[src/rtl/activation.sv]
// activation: serial weighted-sum neuron activation.
// One evaluation snapshots the neuron mask and the packed sign-magnitude
// weights, then accumulates one selected weight per cycle into a signed
// accumulator. At the end it converts the sum to a clamped sign-magnitude
// result on y and pulses done for one cycle.
// Optional feature: define ACTIVATION_SAT_FLAG_EN to add the 'sat' output,
// which flags that the result magnitude was clamped.
module activation #(
    parameter int N_NEURONS = 20,
    parameter int W_WIDTH   = 9
) (
    input  logic                           clk,
    input  logic                           rst,
    input  logic [N_NEURONS-1:0]           neurons,
    input  logic [N_NEURONS*W_WIDTH-1:0]   weight_in,
    input  logic                           start,
    output logic                           busy,
    output logic                           done,
    output logic [W_WIDTH-1:0]             y
`ifdef ACTIVATION_SAT_FLAG_EN
    ,
    output logic                           sat
`endif
);

    localparam int MAG_W   = W_WIDTH - 1;
    localparam int MAG_MAX = (1 << MAG_W) - 1;
    // Worst-case |sum| is N_NEURONS*MAG_MAX; one extra bit holds the sign.
    localparam int ACC_W   = $clog2(N_NEURONS * MAG_MAX + 1) + 1;
    localparam int CNT_W   = (N_NEURONS > 1) ? $clog2(N_NEURONS) : 1;

    typedef enum logic [1:0] {
        IDLE  = 2'd0,
        ACCUM = 2'd1,
        DONE  = 2'd2
    } state_t;

    state_t                         state_reg;
    state_t                         state_next;

    logic [N_NEURONS-1:0]           neurons_reg;
    logic [N_NEURONS*W_WIDTH-1:0]   weight_reg;
    logic signed [ACC_W-1:0]        acc_reg;
    logic [CNT_W-1:0]               cnt_reg;
    logic [W_WIDTH-1:0]             y_reg;

    logic                           accept;
    logic                           last;
    logic [W_WIDTH-1:0]             w_arr [N_NEURONS];
    logic [W_WIDTH-1:0]             w_sel;
    logic signed [ACC_W-1:0]        term;
    logic signed [ACC_W-1:0]        acc_sum;
    logic [ACC_W-1:0]               abs_val;
    logic                           clamp;
    logic [MAG_W-1:0]               mag_next;
    logic [W_WIDTH-1:0]             y_next;

    // Unpack the snapshotted weight bus into one entry per neuron.
    generate
        for (genvar gi = 0; gi < N_NEURONS; gi++) begin : g_unpack
            assign w_arr[gi] = weight_reg[gi*W_WIDTH +: W_WIDTH];
        end
    endgenerate

    // Start is honoured only when no evaluation is running.
    assign accept = start && ((state_reg == IDLE) || (state_reg == DONE));
    assign last   = (cnt_reg == CNT_W'(N_NEURONS - 1));
    assign busy   = (state_reg == ACCUM);
    assign done   = (state_reg == DONE);
    assign y      = y_reg;

    // Select the current weight and turn it into a signed addend.
    always_comb begin
        w_sel = w_arr[cnt_reg];
        term  = '0;
        if (neurons_reg[cnt_reg]) begin
            if (w_sel[W_WIDTH-1]) begin
                term = -$signed({{(ACC_W-MAG_W){1'b0}}, w_sel[MAG_W-1:0]});
            end else begin
                term = $signed({{(ACC_W-MAG_W){1'b0}}, w_sel[MAG_W-1:0]});
            end
        end
        acc_sum = acc_reg + term;
    end

    // Convert the final sum to sign-magnitude with clamping; a negative sum
    // is never zero, so a zero result always carries sign 0.
    always_comb begin
        abs_val  = acc_sum[ACC_W-1] ? ACC_W'(-acc_sum) : ACC_W'(acc_sum);
        clamp    = (abs_val > ACC_W'(MAG_MAX));
        mag_next = clamp ? MAG_W'(MAG_MAX) : abs_val[MAG_W-1:0];
        y_next   = {acc_sum[ACC_W-1], mag_next};
    end

    // Next-state logic for the IDLE / ACCUM / DONE sequencer.
    always_comb begin
        state_next = state_reg;
        case (state_reg)
            IDLE:    if (start) state_next = ACCUM;
            ACCUM:   if (last) state_next = DONE;
            DONE:    state_next = start ? ACCUM : IDLE;
            default: state_next = IDLE;
        endcase
    end

    // State register.
    always_ff @(posedge clk or posedge rst) begin
        if (rst) begin
            state_reg <= IDLE;
        end else begin
            state_reg <= state_next;
        end
    end

    // Snapshot, accumulate and publish the result.
    always_ff @(posedge clk or posedge rst) begin
        if (rst) begin
            neurons_reg <= '0;
            weight_reg  <= '0;
            acc_reg     <= '0;
            cnt_reg     <= '0;
            y_reg       <= '0;
        end else if (accept) begin
            neurons_reg <= neurons;
            weight_reg  <= weight_in;
            acc_reg     <= '0;
            cnt_reg     <= '0;
        end else if (state_reg == ACCUM) begin
            acc_reg <= acc_sum;
            if (last) begin
                y_reg <= y_next;
            end else begin
                cnt_reg <= cnt_reg + 1'b1;
            end
        end
    end

`ifdef ACTIVATION_SAT_FLAG_EN
    // Clamp flag travels with y and holds with it.
    always_ff @(posedge clk or posedge rst) begin
        if (rst) begin
            sat <= 1'b0;
        end else if ((state_reg == ACCUM) && last && !accept) begin
            sat <= clamp;
        end
    end
`endif

endmodule

[config.mk]
export PLATFORM = sky130hd
export DESIGN_NAME = activation
export DESIGN_NICKNAME = d
export VERILOG_FILES = /design/src/rtl/activation.sv
export SDC_FILE = /design/constraint.sdc
export NUM_CORES = 1
export LEC_CHECK = 0
export CAP_MARGIN = 5
export CORE_MARGIN = 2
export CORE_UTILIZATION = 50
export CTS_CLUSTER_DIAMETER = 60
export DETAILED_ROUTE_END_ITERATION = 6
export PLACE_DENSITY = 0.77
export REMOVE_ABC_BUFFERS = 1
export SYNTH_ARGS = -nofsm -noshare
export SYNTH_HDL_FRONTEND = slang
export SYNTH_SLANG_ARGS = --single-unit
export TNS_END_PERCENT = 30
[constraint.sdc]
create_clock -name clk -period 19 [get_ports clk]
set_clock_uncertainty 0.2 [all_clocks]
set_input_delay 2.85 -clock clk [delete_from_list [all_inputs] [get_ports clk]]
set_output_delay 2.85 -clock clk [all_outputs]
set_load 0.05 [all_outputs]
# Word level (Yosys, flattened, before mapping)
# Index checks and enable logic that the tools add are counted.
# W data, S select, Z words.
# classes
n_eq_ne	6
n_lt_le_gt_ge	3
reduce_logical	7
n_addsub	4
muxes	18
bitwise_logic	2
# ops
op	n
$mux W14	5
$bmux W9 S5	1
$mux W9	2
$mux W5	3
$add A14 B14 Y14	1
$gt A14 B8 Y1 const B	1
$neg A14 Y14	1
$neg A8 Y14	1
$mux W8	1
$ge A6 B6 Y1 const B	1
$lt A5 B6 Y1 const B	1
$not A5 Y6	1
$pmux W2 S3	1
$add A5 B1 Y5 const B	1
$bmux W1 S5	1
$eq A5 B5 Y1 const B	1
$mux W2	2
$ne A2 B2 Y1 const B	2
$reduce_and A2 Y1	2
$reduce_and A3 Y1	1
$eq A2 B1 Y1 const B	1
$eq A2 B2 Y1 const B	1
$logic_not A2 Y1	1
$mux W1	2
other kinds (5)	5
# totals
register_bits	230
output_inout_bits	11
wordCells	46
in_bits	203

# Logic depth before layout (Yosys ltp)
# Gate-level depths: netlist of run 1.
# logic_depth
word_depth	12
ltp_mapped	23
depth_no_buf	19

# Least setup slack after synthesis of run 1
# Ideal clock, no wire load.
# synth_path
path_kind	register to register
from	register cnt_reg[0]
to	register y_reg[2], in the netlist y[2]
stages_incl_launch_ff	23
synth_period_minus_slack_ns	5.165
path_buffers	3
slack_ns	13.835
required_ns	18.677
setup_time_ns	0.123
arrival_ns	4.842
path_cell_list	dfrtp_1 > buf_6 > buf_12 > buf_12 > mux4_1 > mux2i_1 > or2b_1 > a32oi_1 > ha_1 > and2_1 > a21oi_1 > xor2_1 > nor2_1 > ha_1 > o21ai_0 > o21ai_1 > a21oi_1 > o311ai_1 > o311ai_0 > a2111oi_0 > nand3_1 > a22oi_1 > nor3_1
# synth_between
elab_chain_cells	12
word_cells_on_any_way	16
cone_classes	3 x add/sub; 1 x order compare; 1 x eq/ne; 9 x mux; 1 x bitwise; 1 x reduce/logical
# synth_rtl
item	line_no	text
start: declaration	44	logic [CNT_W-1:0] cnt_reg;
start signal: assignment	133	cnt_reg <= cnt_reg + 1'b1;
$not A5 Y6 (not written as such)	74	w_sel = w_arr[cnt_reg];
$bmux W9 S5	74	
$mux W9 (not written as such) (2 in a row)	74	
$neg A8 Y14	78	term = -$signed({{(ACC_W-MAG_W){1'b0}}, w_sel[MAG_W-1:0]});
$mux W14	77	if (w_sel[W_WIDTH-1]) begin
$mux W14	76	if (neurons_reg[cnt_reg]) begin
$add A14 B14 Y14	83	acc_sum = acc_reg + term;
$neg A14 Y14	89	abs_val = acc_sum[ACC_W-1] ? ACC_W'(-acc_sum) : ACC_W'(acc_sum);
$mux W14	89	
$gt A14 B8 Y1	90	clamp = (abs_val > ACC_W'(MAG_MAX));
$mux W8	91	mag_next = clamp ? MAG_W'(MAG_MAX) : abs_val[MAG_W-1:0];
end signal: assignment	131	y_reg <= y_next;
end: declaration	45	logic [W_WIDTH-1:0] y_reg;
# Several ways; a longest one is shown, not always the timed one. The select of a mux whose other input is x is not followed.
# A chain may end at the register's enable or synchronous reset.

# Final worst setup path of run 1
# layout_path
from	register cnt_reg[0]
to	register y_reg[5], in the netlist y[5]
# The elaborated chain is that of the path after synthesis.

==> impl_metrics.toml, run 1 <==
[layout]
final-instance-count-excl-fill = 1391
num-fill-cells = 1735
fin_area_mm2 = 0.0149
largest_reg_flops = 180
nets = 1278
antenna_cells = 0
final_layout_size_suffix_gt1_share_pct = 29.5
syn2layout_area_growth_pct = 27.5

[timing]
report.final.slew_viol_count = 0
tightestPinTransition_ns = 1.11
rsz0062_at_grt = "no"
timing.max_slew.rel_slack_pct = 25.9
setup_violations = 0
max_freq_ghz = 0.157
finalWorstPathRequiredPeriod_ns = 6.36
post-route-period-util_pct = 33.5
hold_viol_final = 0
setup_tns_ns = 0

[die]
initial_core_util_pct = 51.3
fp.dieArea_mm2 = 0.0246
core-area_mm2 = 0.0228
die_x_um = 157
num_io_pins = 214
die_height_um = 157
floorplan.rows = 55

[run_status]
outcome = "completed"

[grt]
antenna_found_initial = 3
grt_start_max_net_pins = 88
first_pass_grt_wire_length_um = 43300
first_global_vias = 8126
grt_usage_pct = 22.7
globalRouteOverflowTotal = 0

[cts]
htree_levels = 1
post-cts-setup-buffer-count = 0
worstSkewPairLatency_ns = 0.55
cts_repair_resize_count = 0
clock_sink_count = 230
cts.clk_slew.worst_paths_ns = 0.06
tritoncts = "yes"
cts-hold-fix-buffers = 0
clock_tree.root_cell = "clkbuf_16"
clock_path_buffers = 3
cts-buffers-inserted = 27

[pwr]
power.share.switching_pct = 40.6
p_int_uw = 1920
power_leakage_uw = 0.00610
p_per_area_mw_per_mm2 = 217
power_frac_seq_pct = 29.6
p_switching_uw = 1310
vdd_drop_max_mv = 0.129
clockPowerShare_pct = 16.4
comb_power_share_pct = 54.1

[placed_design]
area_post_placement_mm2 = 0.0140
globalplace.congestion = 0.906
detailedPlacementHpwl_um = 19700
buffer_ports.inserted = 213
placed_cells_incl_taps = 1342

[synth]
syn_inst_count = 858
synth_register_bits = 230
syn-mean-instance-area_um2 = 13.6
sequential_element_share_of_the_synthesized_area_pct = 49.3
synth.lib_cells_used.distinct = 80
synth_enable_flop_cells = 0
asyncSetResetFlopFracSynth_pct = 100
mappedNetlistArea_mm2 = 0.0117
synth-warning-count = 0
synth_top_flop_cell = "dfrtp_1"

[worst_setup_path]
critical_path.max_stage_delay_ns = 1.01
cpMostUsedCell = "a21oi_1"
critPathKind = "flip-flop to flip-flop"
crit_slowest_cell = "dfrtp_4"
worst_setup_path_start_kind = "flip-flop"
critical_path.reg2reg.startpoint = "cnt_reg[0]$_DFFE_PP0P_"
worstRegToRegCells = 19
worstPathArrival_ns = 6.57
end_kind = "flip-flop"
crit_path_cell_trace = "mux4_1, mux2i_1, or2b_1, a32oi_1, ha_1, and2_1, a21oi_1, xor2_1, nor2_1, ha_1, a2111oi_0, o21ai_1, a21oi_1, xor2_1, nand3_1, nor4bb_1, nand4_1, a21oi_1, nor3_1"
critical_path_peak_fanout = 47
worst_r2r_endpoint = "y[5]$_DFFE_PP0P_"
rrSetupSlack_ns = 12.64
data_required_critical_path_ns = 19.21

[route]
ant_nets = 0
avgViaCountPerCell = 5.60
vias = 7795
drc_violations_left = 0
totalWireLength_um = 27700
detail_route.first_pass.iterations = 4
routed_wire_length_per_instance_um = 19.9
drt_iter0_drc = 352

[min_path]
origin_of_the_worst_min_delay_path = "acc_reg[5]$_DFFE_PP0P_"
hold_class = "flip-flop to flip-flop"
worstHoldEndpoint = "acc_reg[5]$_DFFE_PP0P_"
hold_depth = 2

[run]
max_cap_viol_count = 0
critical path, delay by kind of cell (launching register included):
kind                     cells  cell delay, ns
AND/OR/NAND/NOR              7            1.59
multiplexers                 2            0.91
adder cells (fa/ha/maj)      2            0.47
XOR/XNOR                     2            0.45
AO/OA/AOI/OAI                6            1.57
flip-flops                   1            1.01
cell type report:
type,instances,area [um2],share of cell area (%)
Tap cell,313,392,2.63
Clock inverter,12,148,0.991
Inverter,13,56.3,0.378
Clock buffer,37,783,5.26
Timing Repair Buffer,219,2180,14.6
Sequential cell,230,5760,38.7
Multi-Input combinational cell,567,5570,37.4
cells by family (layout without fill, tap and decap cells):
group	Yosys count	in the layout	synth area share (%)
adders and majority gates	17	17	1.88
muxes	274	274	30.9
xor gates and xnor gates	23	23	1.79
and+or+nand+nor	139	139	6.14
DFF	230	230	49.3
AOI/OAI and AO/OA	114	114	6.89
buffers and inverters	61	281	3.15
cells in the final DEF, fill, tap and decap left out, drive strengths merged, types with 3 or more instances in the layout:
master and n:
o211ai 5, and3 3, nand2 33, a211o 3, nor2 37, or2 6, a21oi 26, a22oi 5
clkdlybuf4s50 213, dfrtp 230, mux4 44, a211oi 6, buf 6, ha 16, a22o 4, a21o 3
xor2 13, nand2b 6, clkinv 6, nor3 10, o211a 3, or3 3, nand3 10, mux2i 26
nor3b 4, nor2b 6, clkbuf 37, mux2 204, xnor2 10, inv 16, a221oi 6, nand4 3
and2 7, o21ai 31
cells in the mapped netlist (9+ instances only):
| cell | instances | share of area, % |
|---|---|---|
| nand2_1 | 33 | 1.1 |
| mux2_2 | 203 | 20 |
| dfrtp_1 | 230 | 49 |
| mux4_2 | 29 | 5.6 |
| nor2_1 | 37 | 1.2 |
| inv_1 | 12 | 0.39 |
| mux4_1 | 15 | 3.4 |
| o21ai_0 | 23 | 0.99 |
| xor2_1 | 13 | 0.97 |
| ha_1 | 16 | 1.7 |
| a21oi_1 | 25 | 1.1 |
| nor3_1 | 10 | 0.43 |
| xnor2_1 | 9 | 0.67 |
| clkbuf_1 | 27 | 0.87 |
| mux2i_1 | 26 | 2.2 |
power groups by stage:
| stage | clock network [uW] | logic, uW | registers (uW) |
|---|---|---|---|
| 4_1_cts | 540 | 1740 | 958 |
| 2_1_floorplan | 0 | 1380 | 918 |
| 3_5_place_dp | 0 | 1730 | 963 |
| 6_report | 530 | 1750 | 957 |
| 5_1_grt | 563 | 1920 | 995 |
| 3_3_place_gp | 0 | 1710 | 952 |
how the worst max path moves through the flow:
| stage | from | endpoint | slack [ns] | cells past startpoint |
|---|---|---|---|---|
| 2_1_floorplan | start | acc_reg[12]$_DFFE_PP0P_ | 4.45 | 3 |
| 3_3_place_gp | cnt_reg[0]$_DFFE_PP0P_ | y[6]$_DFFE_PP0P_ | 12.80 | 19 |
| 3_5_place_dp | cnt_reg[0]$_DFFE_PP0P_ | y[5]$_DFFE_PP0P_ | 12.66 | 19 |
| 4_1_cts | cnt_reg[0]$_DFFE_PP0P_ | y[5]$_DFFE_PP0P_ | 12.62 | 19 |
| 5_1_grt | cnt_reg[0]$_DFFE_PP0P_ | y[6]$_DFFE_PP0P_ | 11.99 | 19 |
| 6_report | cnt_reg[0]$_DFFE_PP0P_ | y[5]$_DFFE_PP0P_ | 12.64 | 19 |
stage by stage:
step | worst slack, ns | hold slack (ns) | util (%) | total power [uW]
after CTS | 12.62 | 0.301 | 65.4 | 3240
after global placement | 12.80 | 0.268 | 61.3 | 2660
after detailed placement | 12.66 | 0.287 | 61.3 | 2700
final | 12.64 | 0.300 | 65.4 | 3240
after global routing | 11.99 | 0.309 | 65.4 | 3480
after floorplan | 4.45 | 0.256 | - | 2300
metal layers:
metal | share of wire (%) | track usage [%] | routed length [um]
met3 | 5.5 | 5.34 | 1530
met4 | 2.3 | 5.42 | 623
met1 | 42 | 29.6 | 11700
met5 | 0.12 | 0 | 34
met2 | 50 | 38.6 | 13800
No activity file was read; power rests on OpenSTA's default activity.
==> run 2, diff against run 1 <==
==> constraint.sdc (replaced) <==
create_clock -name clk -period 5.9 [get_ports clk]
set_clock_uncertainty 0.2 [all_clocks]
set_input_delay 0.885 -clock clk [delete_from_list [all_inputs] [get_ports clk]]
set_output_delay 0.885 -clock clk [all_outputs]
set_load 0.05 [all_outputs]
==> impl_metrics.toml, run 2 (synthesized netlist as in run 1, its figures left out) <==
[timing]
post-route-period-util_pct = 93.5
max_freq_ghz = 0.181
hold_viol_final = 0
layout_setup_ws_ns = 0.381
rsz0062_at_grt = "no"
finalWorstPathRequiredPeriod_ns = 5.52
tightestPinTransition_ns = 0.984
report.final.slew_viol_count = 0
timing.max_slew.rel_slack_pct = 34.2
fin_hold_ws_ns = 0.274
setup_violations = 0

[worst_setup_path]
critical_path_peak_fanout = 12
data_required_critical_path_ns = 6.12
end_kind = "flip-flop"
critical_path.max_stage_delay_ns = 0.58
worstPathArrival_ns = 5.74
critPathKind = "flip-flop to flip-flop"
cp.buffers_inverters = 1
stages_on_worst_setup_path = 18
worst_setup_path_start_kind = "flip-flop"
crit_slowest_cell = "mux4_1"
cpMostUsedCell = "a211oi_1"
crit_family = "compound AO/OA/AOI/OAI gates"
worstRegToRegCells = 18
crit_path_cell_trace = "mux4_1, mux2i_1, or2b_1, a32oi_1, ha_1, nor2_1, a211oi_1, buf_4, fa_1, a211oi_1, o21ai_1, a211o_1, o311ai_4, o311ai_0, a2111oi_1, nand3_1, a22oi_1, nor3_1"

[cts]
worstSkewPairLatency_ns = 0.54
tritoncts = "yes"
cts.clk_slew.worst_paths_ns = 0.06
cts-buffers-inserted = 27
clock_tree.root_cell = "clkbuf_16"
clock_sink_count = 230
cts-hold-fix-buffers = 0
clock_path_buffers = 3
htree_levels = 1

[route]
routed_wire_length_per_instance_um = 19.5
drt_iter0_drc = 395
detail_route.first_pass.iterations = 5
ant_nets = 0
drc_violations_left = 0
totalWireLength_um = 27600
vias = 7837
avgViaCountPerCell = 5.53

[placed_design]
buffer_ports.inserted = 213
globalplace.congestion = 0.889
area_post_placement_mm2 = 0.0141
detailedPlacementHpwl_um = 20300
worst_setup_slack_post_dpl_ns = 0.101

[layout]
largest_reg_flops = 180
nets = 1302
layout.cells.most_common_list = "dfrtp_1 (227), clkdlybuf4s50_1 (213), mux2_2 (203)"
final_core_utilization_pct = 66.4
fin_area_mm2 = 0.0151
final_layout_size_suffix_gt1_share_pct = 31.0
syn2layout_area_growth_pct = 29.5
mostFrequentLayoutCell = "dfrtp_1"

[grt]
grt_start_max_net_pins = 137
first_pass_grt_wire_length_um = 43700
antenna_found_initial = 2
first_global_vias = 8145
grt_usage_pct = 22.8
globalRouteOverflowTotal = 0

[run]
max_cap_viol_count = 0

[pwr]
power_leakage_uw = 0.00623
vdd_drop_max_mv = 0.359
p_per_area_mw_per_mm2 = 703

[die]
die_height_um = 157
core-area_mm2 = 0.0228
floorplan.rows = 55
num_io_pins = 214
fp.dieArea_mm2 = 0.0246
die_x_um = 157
initial_core_util_pct = 51.3

[run_status]
outcome = "completed"

[min_path]
hold_depth = 2
hold_class = "flip-flop to flip-flop"
## run 2: cell types whose count changed in the layout (fill, tap and decap cells not counted), moves of 2 or more
cell | before | now
buf_4 | 6 | 26
inv_8 | 3 | 1
inv_6 | 0 | 3
clkbuf_1 | 3 | 7
clkinv_4 | 2 | 0
buf_12 | 0 | 3
## run 2: final timing paths
kind | from | to | slack, ns
max in group asynchronous | rst | weight_reg[106]$_DFFE_PP0P_ | 3.49
setup / recovery | cnt_reg[0]$_DFFE_PP0P_ | y[2]$_DFFE_PP0P_ | 0.38
hold reg to reg | y[8]$_DFFE_PP0P_ | y[8]$_DFFE_PP0P_ | 0.27
min in group asynchronous | rst | weight_reg[123]$_DFFE_PP0P_ | 0.75
hold / removal | y[8]$_DFFE_PP0P_ | y[8]$_DFFE_PP0P_ | 0.27
setup reg to reg | cnt_reg[0]$_DFFE_PP0P_ | y[2]$_DFFE_PP0P_ | 0.38
## run 2: worst reg2reg max path: stages (launching register included)
cell       delay [ns]
dfrtp_4          0.52
mux4_1           0.59
mux2i_1          0.27
or2b_1           0.27
a32oi_1          0.27
ha_1             0.28
nor2_1           0.10
a211oi_1         0.06
buf_4            0.17
fa_1             0.42
a211oi_1         0.40
o21ai_1          0.22
a211o_1          0.34
o311ai_4         0.12
o311ai_0         0.24
a2111oi_1        0.43
nand3_1          0.18
a22oi_1          0.24
nor3_1           0.07
## run 2: per-stage QoR
stage / total power (uW) / TNS, ns / std cells
final: 10600 / 0 / 1416
after global routing: 11400 / 0 / 1416
after CTS: 10500 / 0 / 1408
after detailed placement: 8830 / 0 / 1359
after global placement: 8660 / 0 / 1359
after floorplan: 7410 / -1511.74 / 810
## run 2: area by class of cell
type                       count  area (um2)
fill                        1701        7650
multi-input combinational    567        5600
timing repair buffer         243        2400
clock inverter                 9         121
antenna                        1        2.50
tap                          313         392
inverter                      13        56.3
clock buffer                  40         785
sequential                   230        5760
## run 2: repair_timing
item,CTS,global route
gates resized for setup,0,7
setup buffers,0,7
setup endpoints to repair,0,3
hold endpoints to repair,0,0
## run 2: power by group
group	leakage, uW	internal, uW	switching (uW)
sequential	0.00273	2420	493
combinational	0.00305	2930	3110
clock	0.000448	1010	661
## run 2: per-layer routing
metal	GRT usage [%]	up-vias	share of wire, %
met2	38.8	192	50
li1	-	3650	-
met5	0	-	0.040
met4	5.37	2	2.1
met3	5.12	44	6.0
met1	29.7	3949	42
==> RTL change 1 (settings of run 2) <==
The parameter `W_WIDTH` goes from 9 to 13.
--- a/src/rtl/activation.sv
+++ b/src/rtl/activation.sv
@@ -8,5 +8,5 @@
 module activation #(
     parameter int N_NEURONS = 20,
-    parameter int W_WIDTH   = 9
+    parameter int W_WIDTH   = 13
 ) (
     input  logic                           clk,
Interface: changed (resized weight_in and y); port bits go from 214 to 298. No check against the original RTL was run, so the function may have changed too.
==> RTL change 1 against run 2 <==
  * Wire length increased by 51%
  * Sequential cell count increased by 88
  * Cell count increased by 42%
  * Area after synthesis increased by 36%
  * Setup slack got worse by 380 ps
  * Cell area increased by 44%
  * Largest cell class unchanged
  * Highest routed layer is now met4
Power is not shown: default switching activity piles up to over one toggle a cycle in this logic, so the estimate is an artifact.
==> RTL change 1: results (changes against run 2) <==
Global route
  – GRT Overall Usage: 25.0% (+2.2 points)
  – Met3 GRT Util: 5.33% (+0.21 points)
  – First-pass GRT wire length: 65000 µm (+49%)
  – Vias in the first global route: 12000 (+48%)
  – Met1 Track Usage GR: 32.9% (+3.2 points)
  – Initial antenna violation count: 2 (unchanged)
  – Largest net degree at the start of global routing: 186 (+36%)
  – Met2 usage in global routing: 42.1% (+3.3 points)

Outcome
  – Status: complete, no violations

Final layout
  – Fillers: 2150 (+26%)
  – Layout cells sized above 1: 38.5% (+7.4 points)
  – Max reg flops: 260 (+44%)
  – Fin nets: 1883 (+45%)

Clock network
  – H-tree depth: 2 (+1)
  – Worst skew pair latency: 520 ps (-20 ps)
  – Total CTS buffers: 36 (+33%)
  – Clock Pin Slew Worst Setup and Hold Paths: 50 ps
  – Root buf cell: clkbuf_16
  – Bufs on Longest Clock Path: 3 (unchanged)

Synthesis
  – Leading post-synthesis cells by cell area: dfrtp_1 (50%), mux2_2 (20%), mux4_2 (6.5%)
  – Compound-Gate Fraction of Synth Area: 6.61% (-0.28 points)
  – Most common flop cell mapped by yosys: dfrtp_1
  – Post-synthesis mux area share: 31.1% (+0.24 points)
  – Most frequent cells after synthesis: dfrtp_1 (318), mux2_2 (289), nor2_1 (59), mux4_2 (46), clkbuf_1 (43)
  – Synth Area in Adders: 1.69% (-0.19 points)
  – Register area share after synthesis: 49.9% (+0.64 points)
  – Async S/R FF share, synth: 100% (unchanged)
  – Synth warnings: 0 (unchanged)
  – Post-synthesis xor/xnor area fraction: 1.53% (-0.26 points)
  – Count of cell types in the netlist: 76 (-5.0%)

Place
  – GPL Wtd Cong: 0.878 (-1.2%)
  – Final HPWL DP: 30200 µm (+49%)
  – Port Buffers: 297 (+39%)

Worst hold path
  – Min-delay worst type: flop to flop
  – Hold worst-path end: acc_reg[14]
  – Min-delay src: acc_reg[14]
  – Hold Path Stages: 2 (unchanged)

Critical path
  – Crit-path max FO: 6 (-6)
  – Critical path arrival: 6080 ps (+340 ps)
  – Setup crit end: y[3]
  – Reg2reg path depth: 21 (+3)
  – R2R setup slack: 5 ps (-380 ps)
  – Worst Setup SP: cnt_reg[0]

Detailed routing
  – Met2 WL: 20700 µm (+51%)
  – 1st-pass router iterations: 5 (unchanged)
  – Routed via count: 11400 (+46%)
  – First-iteration detailed-routing DRC count: 549 (+39%)
  – Metal3 WL: 2570 µm (+56%)
  – Top sig layer: met4
  – Total Routed Length: 41700 µm (+51%)
  – Wire length on met1: 17400 µm (+50%)

Timing
  – Worst hold slack: 296 ps (+21.8 ps)
  – Headroom to the max-slew limit: 23.5% (-11 points)
## RTL change 1: cell count changes in the layout (fill, tap and decap cells not counted), sizes merged, moves of 8 or more
cell,before,now
a22oi,5,13
buf,30,138
clkbuf,40,49
clkdlybuf4s50,213,297
dfrtp,230,318
mux2,204,290
mux4,44,59
nor2,37,59
nor3,10,21
## RTL change 1: critical path: stages, from the launching register on
cell and delay, ps:
dfrtp_4 460, buf_6 180, mux4_1 550, mux2_2 310
mux2i_2 190, a2bb2oi_2 190, nor4bb_4 340, and3_4 240
nor2_2 40, xor2_1 160, nor2_1 100, ha_2 310
a21o_4 240, or4_4 510, a311o_1 310, a2111oi_4 230
nand4_1 300, a2111oi_4 380, mux2i_1 150, buf_4 180
o22ai_1 120, nor2_1 60
## RTL change 1: final cells by class
type,count,area share (%)
Sequential cell,318,36.6
Multi-Input combinational cell,776,36.4
Timing Repair Buffer,435,19.1
Clock buffer,49,4.70
Tap cell,402,2.31
Clock inverter,11,0.662
Inverter,12,0.242
Antenna cell,1,0.0115
## RTL change 1: timing repair
action | CTS | global route
endpoints found under the setup margin | 8 | 11
pin swaps | 7 | 14
resized for setup | 23 | 60
endpoints found under the hold margin | 0 | 0
buffers inserted | 7 | 11
## RTL change 1: metrics by stage
| step | setup slack, ps | TNS, ps | instances | utilization, % | area [µm²] |
|---|---|---|---|---|---|
| after detailed placement | -365 | -2100 | 1924 | 63.7 | 20100 |
| after global placement | -136 | -631 | 1924 | 63.7 | 20100 |
| final | 5.19 | 0 | 2004 | 69.1 | 21700 |
| after global routing | -231 | -1470 | 2004 | 69.1 | 21700 |
| after floorplan | -11760 | -4059650 | 1106 | - | 15600 |
| after CTS | 10.4 | 0 | 1991 | 67.9 | 21400 |
==> RTL change 2 (flow settings as in run 2) <==
Made on the original files. Encoding of `state_t`: now one-hot (3 bits for 3 states).
--- a/src/rtl/activation.sv
+++ b/src/rtl/activation.sv
@@ -30,8 +30,8 @@
     localparam int CNT_W   = (N_NEURONS > 1) ? $clog2(N_NEURONS) : 1;
 
-    typedef enum logic [1:0] {
-        IDLE  = 2'd0,
-        ACCUM = 2'd1,
-        DONE  = 2'd2
+    typedef enum logic [2:0] {
+        IDLE  = 3'b001,
+        ACCUM = 3'b010,
+        DONE  = 3'b100
     } state_t;
 
Formal check against the unedited RTL: no difference found for any inputs over 10 cycles, from zero or initial values and one cycle with rst high; not proved beyond that.
==> RTL change 2 against run 2 <==
  * Wire length is 0.82% lower
  * Sequential power is 5% lower
  * Power is 21% lower
  * Largest cell class unchanged
  * Global-route usage is 0.27 points lower
  * Critical endpoint is now y[0]
  * Setup slack worse by 83 ps
  * Highest routed layer unchanged
  * Utilization is 0.67 points lower
  * Cell area is 1.3% lower
  * Sequential cell count is 1 higher
  * Count of clock-buffer cells in the layout is 4 lower
  * Sequential share of layout area is 0.67 points higher
  * Area after synthesis is 0.87% lower
==> RTL change 2: results (changes against run 2) <==
Outcome
  – Status: complete, no violations

Global route
  – Largest net degree at the start of global routing: 215 (+57%)
  – Met2 usage in global routing: 37.8% (-1.0 points)
  – GRT Overall Usage: 22.5% (-0.27 points)
  – First-pass GRT wire length: 43000 µm (-1.7%)
  – Met1 Track Usage GR: 30.3% (+0.59 points)
  – Vias in the first global route: 8085 (-0.74%)
  – Met3 GRT Util: 3.47% (-1.7 points)
  – Initial antenna violation count: 3 (+1)

Clock network
  – Total CTS buffers: 26 (-3.7%)
  – Root buf cell: clkbuf_16
  – Clock Pin Slew Worst Setup and Hold Paths: 60 ps (about the same)
  – Worst skew pair latency: 530 ps
  – Bufs on Longest Clock Path: 3 (unchanged)

Place
  – GPL Wtd Cong: 0.871 (-2.0%)
  – Final HPWL DP: 19100 µm (-5.6%)
  – DP Area: 0.0140 mm² (-0.81%)
  – Placed Cells: 1325 (-2.5%)
  – Port Buffers: 213 (unchanged)
  – Pre-CTS setup slack: 164 ps (+63.3 ps)

Synthesis
  – Most frequent cells after synthesis: dfrtp_1 (230), mux2_2 (206), nor2_1 (46), mux4_2 (32), clkbuf_1 (30)
  – Syn_area_per_cell: 13.5 µm² (-1.1%)
  – Synth warnings: 0 (unchanged)
  – Async S/R FF share, synth: 100% (unchanged)
  – Register area share after synthesis: 49.9% (+0.66 points)
  – Leading post-synthesis cells by cell area: dfrtp_1 (50%), mux2_2 (20%), mux4_2 (6.2%)
  – Count of cell types in the netlist: 71 (-11%)

Critical path
  – Reg2reg path depth: 19 (+1)
  – CP top delay family: simple AND/OR/NAND/NOR gates
  – Slowest cell on the critical path: mux4_1
  – Crit-path max FO: 14 (+2)
  – Critical Path Max Stage Delay: 630 ps (+50 ps)
  – R2R setup slack: 300 ps (-80 ps)
  – Critical path arrival: 5810 ps (+70 ps)
  – Critical path type: flop to flop
  – Setup crit end: y[0]
  – Worst r2r src: cnt_reg[0]

Power and ir drop
  – Sequential power: 2.75 mW (-5%)
  – Int Pwr: 5.34 mW (-16%)
  – Power density over the cells: 559 mW/mm² (-20%)
  – Worst IR Drop VDD: 0.417 mV (+16%)
  – Leakage: 5.99 nW (-3.9%)
  – Comb pwr share: 48.7% (-8.1 points)

Detailed routing
  – Routed via count: 7871 (+0.43%)
  – First-iteration detailed-routing DRC count: 459 (+16%)
  – Vias/cell: 5.69 (+2.8%)
  – Metal3 WL: 1480 µm (-9.9%)
  – Met2 WL: 13700 µm (-0.39%)
  – Wire length on met1: 11400 µm (-1.9%)
  – DRC: 0 (unchanged)
  – 1st-pass router iterations: 4 (-1)
  – Total Routed Length: 27300 µm (-0.82%)

Timing
  – Final Cycle Share: 95.0% (+1.4 points)
  – Headroom to the max-slew limit: 16.6% (-18 points)
  – Worst hold slack: 281 ps (+7.34 ps)

Worst hold path
  – Hold Path Stages: 2 (unchanged)

Final layout
  – Layout cells sized above 1: 30.3% (-0.74 points)
  – Max reg flops: 180 (unchanged)
==> RTL change 2: kinds of logic after synthesis <==
| logic type | Yosys count | synth area share [%] |
|---|---|---|
| AND/OR/NAND/NOR | 148 | 6.91 |
| AO/OA/AOI/OAI | 108 | 6.54 |
| XOR/XNOR | 22 | 1.66 |
| adder cells (fa/ha/maj) | 17 | 1.90 |
| multiplexers | 274 | 30.6 |
| flip-flops | 231 | 49.9 |
| buffers and inverters | 60 | 2.43 |
==> RTL change 2: layout make-up <==
type	instances	area (µm²)
Sequential cell	231	5790
Multi-Input combinational cell	569	5550
Clock buffer	36	729
Tap cell	285	357
Timing Repair Buffer	235	2350
Antenna cell	2	5.00
Clock inverter	12	81.3
Inverter	13	56.3
Fill cell	1660	7780
==> RTL change 2: timing repair <==
item                       CTS  global route
hold buffers                 0             0
gates resized for setup      0             5
setup buffers                0             8
setup endpoints to repair    0             8
==> RTL change 2: tightest hold or removal path: stages, from the launching register on <==
cell,delay [ps]
dfrtp_1,340
nand2_1,50
o21ai_1,60
